===== config.mk =====
export PLATFORM = sky130hd
export DESIGN_NAME = cpu_timer_flat
export DESIGN_NICKNAME = d
export VERILOG_FILES = /design/src/rtl/cpu_timer_pkg.sv /design/src/rtl/cpu_timer_if.sv /design/src/rtl/k_synchronizer.sv /design/src/rtl/cpu_timer.sv /design/src/flat_wrapper.sv
export SDC_FILE = /design/constraint.sdc
export NUM_CORES = 1
export LEC_CHECK = 0
export ABC_AREA = 1
export CAP_MARGIN = 40
export CORE_ASPECT_RATIO = 0.75
export CORE_MARGIN = 3
export CORE_UTILIZATION = 28
export CTS_CLUSTER_DIAMETER = 60
export DETAILED_ROUTE_END_ITERATION = 16
export GPL_ROUTABILITY_DRIVEN = 0
export GPL_TIMING_DRIVEN = 0
export PLACE_DENSITY = 0.49
export SYNTH_ARGS = -nofsm -noshare
export SYNTH_HDL_FRONTEND = slang
export SYNTH_SLANG_ARGS = --single-unit

===== constraint.sdc =====
create_clock -name clk -period 1.8 [get_ports clk]
set_clock_uncertainty 0.15 [all_clocks]
set_input_delay 0.27 -clock clk [delete_from_list [all_inputs] [get_ports clk]]
set_output_delay 0.27 -clock clk [all_outputs]
set_load 0.01 [all_outputs]

===== src/rtl/cpu_timer_pkg.sv =====
// Shared constants for the CPU timer block: divider geometry, default
// tap bits for the TF1/TF4 sources and the halt FSM state encoding.
package cpu_timer_pkg;

    localparam int unsigned DIV_W          = 15;
    localparam int unsigned KEEP_BITS      = 6;
    localparam int unsigned K_W            = 4;
    localparam int unsigned F1_BIT_DEFAULT = 13;
    localparam int unsigned F4_BIT_DEFAULT = 10;

    // Bit 0 marks "CPU clock stopped", bit 1 marks the wake cycle, so the
    // halted/wake outputs are plain flop bits of the state register.
    typedef logic [1:0] state_t;
    localparam state_t ST_RUN  = 2'b00;
    localparam state_t ST_HALT = 2'b01;
    localparam state_t ST_WAKE = 2'b11;

endpackage


===== src/rtl/cpu_timer_if.sv =====
// Request/status bundle between the CPU core (master) and the timer (slave).
interface cpu_timer_if;
    import cpu_timer_pkg::*;

    logic             clk_en_32k;
    logic             reset_divider;
    logic             reset_divider_keep_6;
    logic             reset_gamma;
    logic             halt_req;
    logic [K_W-1:0]   input_k;

    logic [DIV_W-1:0] divider;
    logic             divider_4hz;
    logic             divider_32hz;
    logic             gamma;
    logic             sec_tick;
    logic             halted;
    logic             wake;
    logic [K_W-1:0]   k_sync;

    modport master (
        output clk_en_32k, reset_divider, reset_divider_keep_6, reset_gamma,
               halt_req, input_k,
        input  divider, divider_4hz, divider_32hz, gamma, sec_tick, halted,
               wake, k_sync
    );

    modport slave (
        input  clk_en_32k, reset_divider, reset_divider_keep_6, reset_gamma,
               halt_req, input_k,
        output divider, divider_4hz, divider_32hz, gamma, sec_tick, halted,
               wake, k_sync
    );

endinterface


===== src/rtl/k_synchronizer.sv =====
// Two-flop synchronizer for the asynchronous K key lines.
module k_synchronizer #(
    parameter int unsigned WIDTH = 4
) (
    input  logic             clk,
    input  logic             reset_n,
    input  logic [WIDTH-1:0] d,
    output logic [WIDTH-1:0] q
);

    logic [WIDTH-1:0] meta;

    always_ff @(posedge clk or negedge reset_n) begin
        if (!reset_n) begin
            meta <= '0;
            q    <= '0;
        end else begin
            meta <= d;
            q    <= meta;
        end
    end

endmodule


===== src/rtl/cpu_timer.sv =====
// CPU timer: free-running 15-bit divider, one-second gamma flag, K-line
// synchronizer and the halt/wake sequencer.
//
// state | meaning
// RUN   | CPU clock running, halt_req accepted
// HALT  | CPU clock stopped, waiting for a K key or a new gamma
// WAKE  | one-cycle wake pulse, CPU clock still stopped
module cpu_timer
    import cpu_timer_pkg::*;
#(
    parameter int unsigned F1_BIT = F1_BIT_DEFAULT,
    parameter int unsigned F4_BIT = F4_BIT_DEFAULT
) (
    input logic        clk,
    input logic        reset_n,
    cpu_timer_if.slave bus
);

    logic [DIV_W-1:0] divider_q;
    logic [DIV_W-1:0] divider_d;
    logic             wrap;
    logic             gamma_q;
    logic             gamma_prev;
    logic             gamma_rise;
    logic             sec_tick_q;
    state_t           state_q;
    state_t           state_d;
    logic [K_W-1:0]   k_sync;

    k_synchronizer #(.WIDTH(K_W)) u_k_sync (
        .clk     (clk),
        .reset_n (reset_n),
        .d       (bus.input_k),
        .q       (k_sync)
    );

    always_comb begin
        divider_d = divider_q;
        wrap      = 1'b0;
        if (bus.reset_divider) begin
            divider_d = '0;
        end else if (bus.reset_divider_keep_6) begin
            divider_d = {{(DIV_W-KEEP_BITS){1'b0}}, divider_q[KEEP_BITS-1:0]};
        end else if (bus.clk_en_32k) begin
            divider_d = divider_q + 1'b1;
            wrap      = (divider_q == '1);
        end
    end

    assign gamma_rise = gamma_q & ~gamma_prev;

    always_comb begin
        state_d = state_q;
        case (state_q)
            ST_RUN:  if (bus.halt_req) state_d = ST_HALT;
            ST_HALT: if ((|k_sync) || gamma_rise) state_d = ST_WAKE;
            ST_WAKE: state_d = ST_RUN;
            default: state_d = ST_RUN;
        endcase
    end

    always_ff @(posedge clk or negedge reset_n) begin
        if (!reset_n) begin
            divider_q  <= '0;
            gamma_q    <= 1'b0;
            gamma_prev <= 1'b0;
            sec_tick_q <= 1'b0;
            state_q    <= ST_RUN;
        end else begin
            divider_q  <= divider_d;
            sec_tick_q <= wrap;
            gamma_prev <= gamma_q;
            state_q    <= state_d;
            // A wrap outranks reset_gamma so a second boundary is never lost.
            if (wrap) begin
                gamma_q <= 1'b1;
            end else if (bus.reset_gamma) begin
                gamma_q <= 1'b0;
            end
        end
    end

    assign bus.divider      = divider_q;
    assign bus.divider_4hz  = divider_q[F1_BIT];
    assign bus.divider_32hz = divider_q[F4_BIT];
    assign bus.gamma        = gamma_q;
    assign bus.sec_tick     = sec_tick_q;
    assign bus.halted       = state_q[0];
    assign bus.wake         = state_q[1];
    assign bus.k_sync       = k_sync;

endmodule


===== src/flat_wrapper.sv =====
// flat-port wrapper written by rule: the top's interface ports become plain ports
module cpu_timer_flat import cpu_timer_pkg::*;
#(
    parameter int unsigned F1_BIT = F1_BIT_DEFAULT,
    parameter int unsigned F4_BIT = F4_BIT_DEFAULT
)
  (clk, reset_n, bus_clk_en_32k, bus_reset_divider, bus_reset_divider_keep_6, bus_reset_gamma, bus_halt_req, bus_input_k, bus_divider, bus_divider_4hz, bus_divider_32hz, bus_gamma, bus_sec_tick, bus_halted, bus_wake, bus_k_sync);
  cpu_timer_if bus_i ();
  input logic clk;
  input logic reset_n;
  input wire logic [$bits(bus_i.clk_en_32k)-1:0] bus_clk_en_32k;
  input wire logic [$bits(bus_i.reset_divider)-1:0] bus_reset_divider;
  input wire logic [$bits(bus_i.reset_divider_keep_6)-1:0] bus_reset_divider_keep_6;
  input wire logic [$bits(bus_i.reset_gamma)-1:0] bus_reset_gamma;
  input wire logic [$bits(bus_i.halt_req)-1:0] bus_halt_req;
  input wire logic [$bits(bus_i.input_k)-1:0] bus_input_k;
  output wire logic [$bits(bus_i.divider)-1:0] bus_divider;
  output wire logic [$bits(bus_i.divider_4hz)-1:0] bus_divider_4hz;
  output wire logic [$bits(bus_i.divider_32hz)-1:0] bus_divider_32hz;
  output wire logic [$bits(bus_i.gamma)-1:0] bus_gamma;
  output wire logic [$bits(bus_i.sec_tick)-1:0] bus_sec_tick;
  output wire logic [$bits(bus_i.halted)-1:0] bus_halted;
  output wire logic [$bits(bus_i.wake)-1:0] bus_wake;
  output wire logic [$bits(bus_i.k_sync)-1:0] bus_k_sync;
  assign bus_i.clk_en_32k = bus_clk_en_32k;
  assign bus_i.reset_divider = bus_reset_divider;
  assign bus_i.reset_divider_keep_6 = bus_reset_divider_keep_6;
  assign bus_i.reset_gamma = bus_reset_gamma;
  assign bus_i.halt_req = bus_halt_req;
  assign bus_i.input_k = bus_input_k;
  assign bus_divider = bus_i.divider;
  assign bus_divider_4hz = bus_i.divider_4hz;
  assign bus_divider_32hz = bus_i.divider_32hz;
  assign bus_gamma = bus_i.gamma;
  assign bus_sec_tick = bus_i.sec_tick;
  assign bus_halted = bus_i.halted;
  assign bus_wake = bus_i.wake;
  assign bus_k_sync = bus_i.k_sync;
  cpu_timer #(.F1_BIT(F1_BIT), .F4_BIT(F4_BIT)) u_core (.clk(clk), .reset_n(reset_n), .bus(bus_i));
endmodule

Word level (Yosys, flattened, before mapping):

Cells that the tools add are included.

* input bits: 11
* logic and storage cells: 35
* bits in registers: 28
* output and inout bits: 25

* mux-type cells: 11
* bitwise logic cells: 2
* equal/unequal tests: 5
* add/subtract/negate cells: 1
* reduce and logical (&&, ||, !) cells: 8

Operator list (number)
* 15-bit two-way mux: 3
* 15-bit by 1-bit adder with 15-bit output (second input constant): 1
* 15-bit == test (second input constant): 1
* 1-bit two-way mux: 5
* 2-bit two-way mux: 2
* 2-bit != test (second input constant): 2
* 2-bit one-hot mux with 2 select lines: 1
* 2-bit AND reduction: 2
* 2-bit nonzero test: 2
* 4-bit OR reduction: 1
* 3-bit nonzero test: 1
* 2-bit by 1-bit == test with 1-bit output (second input constant): 1
* 2-bit logical NOT: 1
* 2-bit by 1-bit != test with 1-bit output (second input constant): 1
* 1-bit AND: 1
* 1-bit logical OR: 1
* 1-bit inverter: 1

Logic depth before layout (Yosys ltp):

Gate-level depths: netlist of run 1.

* depth in word-level cells: 5
* mapped depth: 8
* gate-level depth less buffers: 8

Cells and area by module:

Synthesis of run 1 repeated with hierarchy kept, for this count alone.

* cells, all modules: 149
* area total of the unflattened synthesis: 1305.0 µm²

Modules (own cells, without submodules)
* cpu_timer: instances 1, seq. area each 500.5 µm², cells each 141, area an instance 1104.8 µm²
* k_synchronizer: instances 1, seq. area each 200.2 µm², cells each 8, area an instance 200.2 µm²

Least setup slack after synthesis of run 1:

No wires, ideal clock.

* path kind: register to register
* start: register u_core.divider_q[0], in the netlist u_core.bus.divider[0]
* end: register u_core.divider_q[8], in the netlist u_core.bus.divider[8]
* slack: 0.347 ns
* buffers on the path: 0
* required time: 1.533 ns
* data arrival time: 1.186 ns
* stages on the path, launching flop included: 8
* clock period less this slack: 1.453 ns
* cell sequence: dfrtp_1 ha_1 nand2_2 nor2_4 and3_2 nand2_1 nand2_1 nor2_1

* word-level cells in the longest chain between the ends: 4

Ends and longest elaborated chain
* start: declaration: line cpu_timer.sv:19 `logic [DIV_W-1:0] divider_q;`
* start signal: assignment: line cpu_timer.sv:70 `divider_q <= divider_d;`
* 15-bit by 1-bit adder with 15-bit output: line cpu_timer.sv:45 `divider_d = divider_q + 1'b1;`
* 15-bit two-way mux: line cpu_timer.sv:44 `end else if (bus.clk_en_32k) begin`
* 15-bit two-way mux: line cpu_timer.sv:42 `end else if (bus.reset_divider_keep_6) begin`
* 15-bit two-way mux: line cpu_timer.sv:40 `if (bus.reset_divider) begin`

No other way between the ends. The select of a mux whose other input is x is not followed.
A chain may end at the register's enable or synchronous reset.

Worst setup path after layout of run 1:

* start: register u_core.divider_q[2], in the netlist u_core.bus.divider[2]
* end: output port bus_divider[2]

RTL lines
* end: declaration: line flat_wrapper.sv:17 `output wire logic [$bits(bus_i.divider)-1:0] bus_divider;`

No word-level cell between the ends.

==> results.py, run 1 <==
metrics = {
    "setup_path": {
        "reg2reg_slack_ps": 240,
        "crit_start": "u_core.bus.divider[2]",
        "required_ps": 1380,
        "start_kind": "flip-flop",
        "cp_max_fo": 5,
        "arrival_ps": 1320,
        "cp_cell_sequence": "clkdlybuf4s50_1",
        "endpoint": "bus_divider[2]",
        "slowest_stage": "clkdlybuf4s50_1",
        "cp.depth": 1,
        "cp_slowest_stage_delay_ps": 590,
        "critPathKind": "reg -> out",
        "worstReg2RegEnd": "u_core.bus.divider[14]",
        "path_buf_inv": 1,
        "critPathTopFamily": "buffers and inverters",
        "r2r_start": "u_core.bus.divider[0]",
        "end_kind": "primary output",
        "r2r_cells": 7,
    },
    "power_and_ir_drop": {
        "peakVddDrop_mv": 0.3570,
        "pwr-share-clk": 0.277,
        "p_seq_frac": 0.588,
        "power.internal_uw": 899.0,
        "p_sw_uw": 265.5,
        "pwr-share-comb": 0.135,
        "swShare": 0.2280,
        "powerDensity_nw_per_um2": 670.1,
        "total_leakage_power_uw": 0.0007335,
    },
    "floorplanning": {
        "dieArea_um2": 5330,
        "row_count": 20,
        "fp.coreArea_um2": 4179,
        "ios": 36,
        "die_x_um": 83.31,
        "die_h_um": 63.98,
        "start_util": 0.3003,
    },
    "job": {
        "drv_cap": 0,
    },
    "sta": {
        "tightest_slew_ps": 533.3,
        "final_hold_viol_count": 0,
        "fin_crit_sh": 0.9643,
        "slew_viol_final": 0,
        "grt_setup_unrepaired": "no",
        "relSlewSlack": 0.6433,
        "fmax_ghz": 0.5761,
        "fin_crit_ps": 1736,
        "setup_violations": 0,
    },
    "global_routing": {
        "antenna_found_initial": 0,
        "groute.usage.overall": 0.1130,
        "grt_pass1_vias": 1038,
        "grt_max_degree": 20,
        "grt-ovfl-total": 0,
        "grt_pass1_wl_um": 4843,
    },
    "clock_tree": {
        "cts-buffers-inserted": 3,
        "cts_max_level": 1,
        "insertion_delay_ps": 260,
        "ctsResizeCount": 0,
        "path_clk_slew_ps": 90,
        "cts_sinks": 28,
        "clock-root-buffer": "clkbuf_8",
        "clk_path_buf_depth": 2,
        "tritoncts": "yes",
    },
    "cells_and_area": {
        "area_growth_pct": 38.48,
        "nNetsFinal": 198,
        "drive_above_1_share": 0.1087,
        "fin_util": 0.4159,
        "stdcell_area_um2": 1738,
        "antenna_cells": 0,
    },
    "synthesis": {
        "netlist_top_cells_area": "dfrtp_1 (56%), nand2_1 (9.6%), nor2_1 (9.0%), inv_1 (4.5%), nor2_4 (2.7%)",
        "synth_area_um2": 1255,
        "postSynthAreaPerCell_um2": 8.715,
        "synth_cell_types": 24,
        "synth_edf_count": 0,
        "yosys.area.top_type_share": 0.5583,
        "yosysSeqAreaShare": 0.5583,
        "synthTopCellsByCount": "nand2_1 (32), nor2_1 (30), dfrtp_1 (28)",
        "synth_top_cell_by_area": "dfrtp_1",
        "ys.flop_type": "dfrtp_1",
        "ys_async_sr_fraction": 1.000,
        "ys_ff_latch": 28,
        "synth_cells": 144,
        "synth_most_common_cell": "nand2_1",
        "synthesis.nets": 156,
        "synth.yosys.warnings": 0,
    },
    "detailed_routing": {
        "num_vias": 1055,
        "vias_per_cell": 4.414,
        "dr.pass1.iters": 4,
        "wl_um": 2727,
        "drt_iter0_drc": 61,
        "antenna_left": 0,
        "drc": 0,
        "wl_per_cell_um": 11.41,
    },
    "hold_path": {
        "min_path_type": "in -> async",
    },
    "placement": {
        "dp_hpwl_um": 2154,
        "postPlaceCellArea_um2": 1689,
        "portBuffers": 35,
    },
    "outcome": {
        "outcome": "finished, final reports clean",
    },
}
worst min-delay path by stage:
stage	end	start
floorplan	u_core.bus.divider[0]	reset_n
global placement	u_core.u_k_sync.q[3]	u_core.u_k_sync.meta[3]
detailed placement	u_core.u_k_sync.q[1]	u_core.u_k_sync.meta[1]
CTS	u_core.bus.divider[10]	reset_n
global route	u_core.u_k_sync.q[1]	u_core.u_k_sync.meta[1]
finish	u_core.bus.divider[10]	reset_n
layer usage:
metal / share of wire / vias to the layer above / track usage
met5: 0 / - / 0
met4: 0.012 / 0 / 0.03061
met3: 0.052 / 4 / 0.03866
met2: 0.44 / 24 / 0.1810
met1: 0.50 / 498 / 0.1461
li1: - / 529 / -
layout make-up:
class	instances	area (um^2)
Fill cell	429	2441
Clock buffer	3	41.29
Multi-Input combinational cell	97	475.5
Timing Repair Buffer	37	372.9
Inverter	17	63.81
Buffer	2	15.01
Sequential cell	28	700.7
Tap cell	55	68.82
kinds of logic (layout without fill, tap and decap cells):
kind of cell,Yosys count,after routing,synth area share
simple gates,85,85,0.3131
flops,28,28,0.5583
buf+inv,19,59,0.06281
compound gates,9,9,0.04187
xor+xnor,2,2,0.01396
fa+ha+maj,1,1,0.009968
cells in the final DEF, fill, tap and decap left out, drive strengths merged, types with 4 or more instances in the layout:
cell | netlist | final
nand3 | 6 | 6
dfrtp | 28 | 28
nor3 | 4 | 4
clkdlybuf4s50 | 0 | 35
buf | 2 | 4
nor2 | 35 | 35
nand4 | 4 | 4
inv | 17 | 17
o21ai | 4 | 4
nand2 | 33 | 33
power groups by stage:
stage / Clock [uW] / Sequential (uW) / Combinational, uW
final: 323 / 685 / 157
after global placement: 0 / 694 / 155
after CTS: 349 / 685 / 160
after floorplan: 0 / 709 / 36.0
after detailed placement: 0 / 698 / 159
after global routing: 377 / 692 / 174
through the flow:
step / worst slack [ps] / cells / TNS (ps) / hold WS, ps / total power, uW
2_1_floorplan: 346.9 / 144 / 0 / -175.6 / 744.6
5_1_grt: 12.37 / 239 / 0 / 216.8 / 1243
4_1_cts: 10.97 / 238 / 0 / 206.3 / 1194
6_report: 64.17 / 239 / 0 / 198.2 / 1165
3_3_place_gp: -154.2 / 234 / -4274 / 182.5 / 849.1
3_5_place_dp: 4.891 / 235 / 0 / 184.7 / 857.3
sequential cells by signal (all words and copies together), names as in the netlist:
register	cells
u_core.bus.divider	15
u_core.u_k_sync.meta	4
u_core.u_k_sync.q	4
u_core.state_q	2
u_core.bus.gamma	1
u_core.bus.sec_tick	1
u_core.gamma_prev	1
what timing repair did:
| action | 4_1_cts | 5_1_grt |
|---|---|---|
| setup buffers | 0 | 1 |
| setup endpoints to repair | 0 | 1 |
| endpoints found under the hold margin | 0 | 0 |
| hold buffers | 0 | 0 |
No activity file was read; power rests on OpenSTA's default activity.
==> inputs of run 2 (changes only) <==
--- a/config.mk
+++ b/config.mk
@@ -15,6 +15,8 @@
 export GPL_ROUTABILITY_DRIVEN = 0
 export GPL_TIMING_DRIVEN = 0
 export PLACE_DENSITY = 0.49
+export RECOVER_POWER = 50
+export SKIP_CTS_REPAIR_TIMING = 1
 export SYNTH_ARGS = -nofsm -noshare
 export SYNTH_HDL_FRONTEND = slang
 export SYNTH_SLANG_ARGS = --single-unit
==> run 2 against run 1 <==
  * Wire length barely moved
  * Final cell count did not move
  * Sequential power barely moved
  * Register-to-register slack barely moved
  * Utilization fell by 0.42 points
  * Largest cell class unchanged
==> results.py, run 2 (synthesis gave the netlist of run 1 again) <==
metrics = {
    "floorplanning": {
        "ios": 36,
        "die_h_um": 63.98,
        "fp.coreArea_um2": 4179,
        "start_util": 0.3003,
        "die_x_um": 83.31,
        "dieArea_um2": 5330,
        "row_count": 20,
    },
    "sta": {
        "relSlewSlack": 0.6712,
        "holdWs_ps": 203.4,
        "setup_violations": 0,
        "grt_setup_unrepaired": "no",
        "slew_viol_final": 0,
        "tightest_slew_ps": 491.6,
        "worst_slack_ps": 63.05,
        "fin_crit_ps": 1737,
        "fmax_ghz": 0.5757,
        "fin_crit_sh": 0.9650,
        "final_hold_viol_count": 0,
    },
    "setup_path": {
        "critPathTopFamily": "buffers and inverters",
        "slowest_stage": "clkdlybuf4s50_1",
        "arrival_ps": 1320,
        "worstReg2RegEnd": "u_core.bus.divider[14]",
        "r2r_cells": 7,
        "critPathKind": "reg -> out",
        "cp_slowest_stage_delay_ps": 590,
        "r2r_start": "u_core.bus.divider[0]",
        "cp_max_fo": 5,
        "reg2reg_slack_ps": 240,
        "cp_cell_sequence": "clkdlybuf4s50_1",
        "end_kind": "primary output",
        "start_kind": "flip-flop",
        "path_buf_inv": 1,
        "required_ps": 1380,
    },
    "cells_and_area": {
        "fin_util": 0.4117,
        "nNetsFinal": 198,
        "final_cells": 239,
        "fill_cells": 430,
        "antenna_cells": 0,
        "drive_above_1_share": 0.1033,
        "largest_reg_flops": 15,
        "final_common_cell": "nand2_1",
        "area_growth_pct": 37.09,
        "multi_input_area_um2": 467.9,
        "ff_latch_area_um2": 700.7,
        "mostFrequentLayoutCells": "nand2_1 (32), nor2_1 (31), clkdlybuf4s50_1 (30)",
    },
    "global_routing": {
        "antenna_found_initial": 0,
        "grt_pass1_vias": 1038,
        "grt-ovfl-total": 0,
        "grt_max_degree": 20,
        "groute.usage.overall": 0.1130,
        "grt_pass1_wl_um": 4843,
    },
    "detailed_routing": {
        "num_vias": 1058,
        "wl_per_cell_um": 11.41,
        "antenna_left": 0,
        "dr.pass1.iters": 4,
        "vias_per_cell": 4.427,
        "drt_iter0_drc": 54,
        "drc": 0,
        "wl_um": 2728,
    },
    "power_and_ir_drop": {
        "pwr-share-comb": 0.131,
        "total_leakage_power_uw": 0.0007315,
        "powerDensity_nw_per_um2": 674.7,
        "swShare": 0.2293,
        "peakVddDrop_mv": 0.3569,
        "pwr-share-clk": 0.279,
        "p_sw_uw": 266.1,
        "power.internal_uw": 894.6,
        "p_seq_frac": 0.590,
    },
    "clock_tree": {
        "cts_sinks": 28,
        "insertion_delay_ps": 260,
        "tritoncts": "yes",
        "clk_path_buf_depth": 2,
        "clock-root-buffer": "clkbuf_8",
        "cts_max_level": 1,
        "cts-buffers-inserted": 3,
        "path_clk_slew_ps": 80,
    },
    "placement": {
        "dpl.cell_count": 235,
        "dp_hpwl_um": 2154,
        "post-place-ws_ps": 4.891,
        "portBuffers": 35,
    },
    "outcome": {
        "outcome": "finished, final reports clean",
    },
    "job": {
        "drv_cap": 0,
    },
    "hold_path": {
        "holdCritStartpoint": "u_core.u_k_sync.meta[1]",
        "min_path_type": "reg -> reg",
        "worstHoldPathCells": 0,
        "min_to": "u_core.u_k_sync.q[1]",
    },
}
[run 2: cell count changes in the layout (fill, tap and decap cells not counted), sizes merged]
cell,before,now
dlygate4sd3,0,5
buf,4,3
clkdlybuf4s50,35,30
clkbuf,3,4
[run 2: stage by stage]
step / total power, uW / setup TNS, ps / cell area, um^2
after floorplan: 744.6 / 0 / 1255
after global placement: 849.1 / -4274 / 1674
after detailed placement: 857.3 / 0 / 1689
after CTS: 1194 / 0 / 1730
after global routing: 1238 / 0 / 1720
final: 1161 / 0 / 1720
[run 2: final cells by class]
class | count | share of cell area
Buffer | 2 | 0.008727
Tap cell | 55 | 0.04000
Multi-Input combinational cell | 97 | 0.2720
Inverter | 17 | 0.03709
Timing Repair Buffer | 37 | 0.2109
Clock buffer | 3 | 0.02400
Sequential cell | 28 | 0.4073
[run 2: worst max path at each step]
stage,from,slack (ps),depth (start not counted),endpoint
CTS,u_core.bus.divider[10],10,2,bus_divider[10]
global route,u_core.bus.divider[2],10,1,bus_divider[2]
detailed placement,bus_clk_en_32k,5,8,u_core.bus.divider[11]
global placement,reset_n,-150,1,u_core.u_k_sync.meta[0]
floorplan,u_core.bus.divider[0],350,7,u_core.bus.divider[8]
finish,u_core.bus.divider[2],60,1,bus_divider[2]
[run 2: power by group through the flow]
stage / sequential (uW) / clock, uW / combinational [uW]
after floorplan: 709 / 0 / 36.0
after global placement: 694 / 0 / 155
after detailed placement: 698 / 0 / 159
after CTS: 685 / 349 / 160
after global routing: 692 / 377 / 169
final: 685 / 324 / 152
[run 2: layer usage]
layer  global-route usage  vias to the layer above  wire (um)
li1                     -                      529          -
met1               0.1461                      501       1354
met2               0.1810                       24       1197
met3              0.03866                        4        143
met4              0.03061                        0         34
met5                    0                        -          0
